`src/rtl/lbm_gather_seq.sv`:
```
// Sequential gather of one 9-lane distribution vector per mux source, with
// per-lane signed accumulation across the sweep and a single-beat output hold.
module lbm_gather_seq #(
  parameter int DATA_WIDTH = 288,
  parameter int NUM_SRC    = 11
) (
  input  logic                  Clk,
  input  logic                  Reset,
  input  logic                  start,
  output logic [3:0]            select,
  input  logic [DATA_WIDTH-1:0] mux_data,
  output logic [DATA_WIDTH-1:0] out_data,
  output logic [3:0]            out_idx,
  output logic                  out_valid,
  input  logic                  out_ready,
  output logic                  busy,
  output logic                  done,
  output logic [9*36-1:0]       lane_sum,
  output logic [1:0]            state_dbg
);

  localparam int LANES = 9;
  localparam int LW    = 32;
  localparam int AW    = 36;
  localparam logic [3:0] LAST_IDX = 4'(NUM_SRC - 1);

  typedef enum logic [1:0] {
    IDLE  = 2'd0,
    FETCH = 2'd1,
    HOLD  = 2'd2,
    DONE  = 2'd3
  } state_t;

  state_t            state;
  logic [3:0]        idx;
  logic [9*36-1:0]   sum_next;

  assign select    = idx;
  assign state_dbg = state;

  // Each lane is sign-extended to the accumulator width; 36 bits cover 16 sources.
  always_comb begin
    sum_next = lane_sum;
    for (int k = 0; k < LANES; k++) begin
      sum_next[AW*k +: AW] = lane_sum[AW*k +: AW]
                           + {{(AW-LW){mux_data[LW*k + LW-1]}}, mux_data[LW*k +: LW]};
    end
  end

  // Handshake: a beat is presented with out_valid and transfers on the rising
  // edge where out_valid & out_ready are both 1; until then out_data/out_idx
  // and out_valid stay frozen and out_valid never drops without a transfer.
  always_ff @(posedge Clk) begin
    if (Reset) begin
      state     <= IDLE;
      idx       <= 4'd0;
      out_data  <= '0;
      out_idx   <= 4'd0;
      out_valid <= 1'b0;
      busy      <= 1'b0;
      done      <= 1'b0;
      lane_sum  <= '0;
    end else begin
      case (state)
        IDLE: begin
          if (start) begin
            state    <= FETCH;
            idx      <= 4'd0;
            lane_sum <= '0;
            busy     <= 1'b1;
          end
        end
        FETCH: begin
          out_data  <= mux_data;
          out_idx   <= idx;
          out_valid <= 1'b1;
          lane_sum  <= sum_next;
          state     <= HOLD;
        end
        HOLD: begin
          if (out_valid && out_ready) begin
            out_valid <= 1'b0;
            if (idx == LAST_IDX) begin
              state <= DONE;
              done  <= 1'b1;
            end else begin
              idx   <= idx + 4'd1;
              state <= FETCH;
            end
          end
        end
        DONE: begin
          done  <= 1'b0;
          busy  <= 1'b0;
          idx   <= 4'd0;
          state <= IDLE;
        end
        default: state <= IDLE;
      endcase
    end
  end

  a_idx_range: assert property (@(posedge Clk) disable iff (Reset)
    out_valid |-> (int'(out_idx) < NUM_SRC));

  a_hold_stable: assert property (@(posedge Clk) disable iff (Reset)
    (out_valid && !out_ready) |=> (out_valid && $stable(out_data) && $stable(out_idx)));

endmodule
```
`config.mk`:
```
export PLATFORM = sky130hd
export DESIGN_NAME = lbm_gather_seq
export DESIGN_NICKNAME = d
export VERILOG_FILES = /design/src/rtl/lbm_gather_seq.sv
export SDC_FILE = /design/constraint.sdc
export NUM_CORES = 2
export LEC_CHECK = 0
export ABC_AREA = 1
export CAP_MARGIN = 30
export CORE_AREA = 2 2 361 363
export CTS_BUF_LIST = sky130_fd_sc_hd__clkbuf_16
export DETAILED_ROUTE_END_ITERATION = 8
export DIE_AREA = 0 0 363 365
export PLACE_DENSITY = 0.65
export SYNTH_ARGS = -nofsm -noshare
export SYNTH_HDL_FRONTEND = slang
export SYNTH_SLANG_ARGS = --single-unit
```
`constraint.sdc`:
```
create_clock -name Clk -period 2.5 [get_ports Clk]
set_input_delay 0.375 -clock Clk [delete_from_list [all_inputs] [get_ports Clk]]
set_output_delay 0.375 -clock Clk [all_outputs]
set_load 0.005 [all_outputs]
```
==> results.sh <==
export IMPL_drc=0
export IMPL_ys_ff_latch=625
export IMPL_synth_simple_area_share_pct=34.63
export IMPL_pwr_share_comb_pct=37.1
export IMPL_rows=132
export IMPL_setup_violations=0
export IMPL_syn2layout_area_growth_pct=42.66
export IMPL_layout_commonest_cell="nand2_1"
export IMPL_io_buffers=916
export IMPL_max_vdd_ir_drop_mv=0.5672
export IMPL_synth_xor_area_share_pct=0.1838
export IMPL_power_switching_mw=13.87
export IMPL_seq_area_frac_synth_pct=29.18
export IMPL_clock_sinks=625
export IMPL_synthAdderAreaFrac_pct=9.669
export IMPL_hold_ws_ns=0.1922
export IMPL_drive_gt1_share_pct=9.532
export IMPL_synthCells=7129
export IMPL_ioPinCount=917
export IMPL_num_fill_cells=13300
export IMPL_r2r_start="lane_sum[18]"
export IMPL_maxCapViolations=0
export IMPL_grt_max_degree=167
export IMPL_drv_slew=0
export IMPL_clock_skew_ns=0.03845
export IMPL_crit_start="lane_sum[18]"
export IMPL_m1WireLength_um=85630
export IMPL_postSynthAreaPerCell_um2=6.015
export IMPL_hold_buffers=0
export IMPL_wl_um=194800
export IMPL_synth_compound_area_share_pct=17.09
export IMPL_p_int_mw=24.25
export IMPL_multi_input_area_mm2=0.02642
export IMPL_met2_wirelength_um=90020
export IMPL_first_global_vias=48380
export IMPL_hold_start="Reset"
export IMPL_cts_resized=0
export IMPL_synth_mux_area_share_pct=0
export IMPL_cts_made_buffers=81
export IMPL_p_sw_share_pct=36.39
export IMPL_end_kind="flip-flop"
export IMPL_vias=51430
export IMPL_met3_length_um=11370
export IMPL_via_per_inst=4.982
export IMPL_post_cts_setup_buffer_count=0
export IMPL_slew_limit_headroom_pct=7.806
export IMPL_h_tree_depth=3
export IMPL_antenna_found_initial=11
export IMPL_worst_pin_slew_ns=1.383
export IMPL_final_util_pct=47.55
export IMPL_path_max_fanout=4
export IMPL_nets=9197
export IMPL_required_ns=3.08
export IMPL_clk_pin_slew_ns=0.06
export IMPL_overflow=0
export IMPL_p_leak_nw=29.90
export IMPL_cp_arrival_ns=2.87
export IMPL_hold_viol=0
export IMPL_clk_latency_ns=0.70
export IMPL_die_area_mm2=0.1325
export IMPL_min_period_ns=2.297
export IMPL_path_class="reg -> reg"
export IMPL_final_setup_tns_ns=0
export IMPL_start_kind="flip-flop"
export IMPL_ant_nets=0
export IMPL_powerDensity_mw_per_mm2=623.1
export IMPL_synth_top_family_by_area="simple AND/OR/NAND/NOR gates"
export IMPL_post_place_ws_ns=-0.3454
export IMPL_rrSetupSlack_ns=0.20
export IMPL_die_x_um=363
export IMPL_cts_tree="done"
export IMPL_fin_crit_sh_pct=91.87
export IMPL_syn_num_nets=7747
export IMPL_synthDistinctLibCells=31
export IMPL_power_share_clock_pct=31.2
export IMPL_syn_area_mm2=0.04288
export IMPL_layout_setup_ws_ns=0.2033
export IMPL_cts_root_buf="clkbuf_16"
export IMPL_final_cell_mix="nand2_1, nor2_1, clkdlybuf4s50_1"
export IMPL_grt_pass1_wl_um=289600
export IMPL_initialDrtViolationCount=3634
export IMPL_wl_per_cell_um=18.87
export IMPL_status="finished, final reports clean"
export IMPL_core_region_area_mm2=0.1287
export IMPL_seq_power_share_pct=31.7
export IMPL_die_h_um=365
export IMPL_initial_core_util_pct=33.33
export IMPL_yosys_warnings=0
export IMPL_post_dp_hpwl_um=155700
export IMPL_worstHoldPathType="in -> reg"
export IMPL_max_freq_mhz=435.4
export IMPL_globalplace_congestion=0.9672
export IMPL_regArea_mm2=0.01251
export IMPL_first_pass_iters=6
export IMPL_grt_usage_pct=28.05
export IMPL_top_layer_used="met5"
export IMPL_cts_path_max_buffers=3
cells by family (layout without fill, tap and decap cells):
kind of cell | count (synthesis) | in the layout
compound gates | 1420 | 1420
xor+xnor | 9 | 9
fa+ha+maj | 326 | 326
buf+inv | 1030 | 2546
flops | 625 | 625
other cells | 0 | 4
simple gates | 3719 | 3719
power by group through the flow:
stage	clock (mW)	combinational [mW]	sequential, mW
after floorplan	0	6.54	12.2
after global placement	0	14.0	12.2
after detailed placement	0	14.0	12.3
after CTS	12.1	14.1	12.1
after global routing	12.5	15.5	12.2
final	11.9	14.1	12.1
synth_stat cells:
library cell	n	share of area, %
a211oi_1	1	0.018
a21boi_0	9	0.16
a21o_1	18	0.32
a21oi_1	756	8.8
a31oi_1	9	0.13
and2_1	1	0.015
buf_1	1	0.0087
buf_2	70	0.82
buf_4	3	0.053
clkbuf_1	130	1.1
dfxtp_1	625	29
fa_1	9	0.42
ha_1	317	9.2
inv_1	824	7.2
inv_2	2	0.018
nand2_1	2046	18
nand3_1	427	5.0
nand3b_1	22	0.39
nand4_1	26	0.38
nor2_1	1074	9.4
nor2_2	1	0.015
nor2_4	1	0.026
nor3_1	85	0.99
o21a_1	8	0.14
o21ai_0	571	6.7
o21ai_2	1	0.020
o21bai_1	45	0.79
o311ai_0	1	0.020
o31ai_1	1	0.018
or2_2	36	0.53
xor2_1	9	0.18
state kept, by name, indices dropped and copies added, names as in the netlist:
name	count
done	1
lane_sum	324
out_valid	1
busy	1
out_idx	4
out_data	288
state_dbg	2
select	4
per-layer routing:
| metal | vias to the layer above | GRT usage (%) |
|---|---|---|
| met5 | - | 0 |
| met4 | 6 | 10.50 |
| met3 | 289 | 4.781 |
| met2 | 1474 | 47.19 |
| met1 | 23760 | 35.83 |
| li1 | 25900 | - |
through the flow:
step / cells / power [mW] / cell area (um2)
3_3_place_gp: 10170 / 26.19 / 58540
3_5_place_dp: 10170 / 26.31 / 58540
4_1_cts: 10320 / 38.34 / 61160
6_report: 10320 / 38.12 / 61180
5_1_grt: 10320 / 40.21 / 61170
2_1_floorplan: 7129 / 18.72 / 42880
worst paths after layout:
kind	endpoint	cells past startpoint
worst max register to register	lane_sum[35]	13
worst min register to register	busy	2
worst max-delay path	lane_sum[35]	13
worst min-delay path	lane_sum[217]	3
area by class of cell:
cell class                 instances  share of cell area (%)
multi-input combinational       5474                   43.19
timing repair buffer            1571                   23.54
sequential                       625                   20.45
inverter                         826                   5.093
clock buffer                      84                   3.436
tap                             1675                   3.426
clock inverter                    65                  0.8467
antenna                            4                 0.01636
critical path: stages, from the launching register on:
cell and delay (ns):
dfxtp_1 0.42, ha_1 0.31, nand2_1 0.08, inv_1 0.06
nand2_1 0.12, inv_1 0.09, a21oi_1 0.28, nand3_1 0.25
buf_4 0.21, nand2_1 0.07, nand2_1 0.05, nand2_1 0.05
nand3_1 0.06, a21oi_1 0.14
No activity file was read; power rests on OpenSTA's default activity.
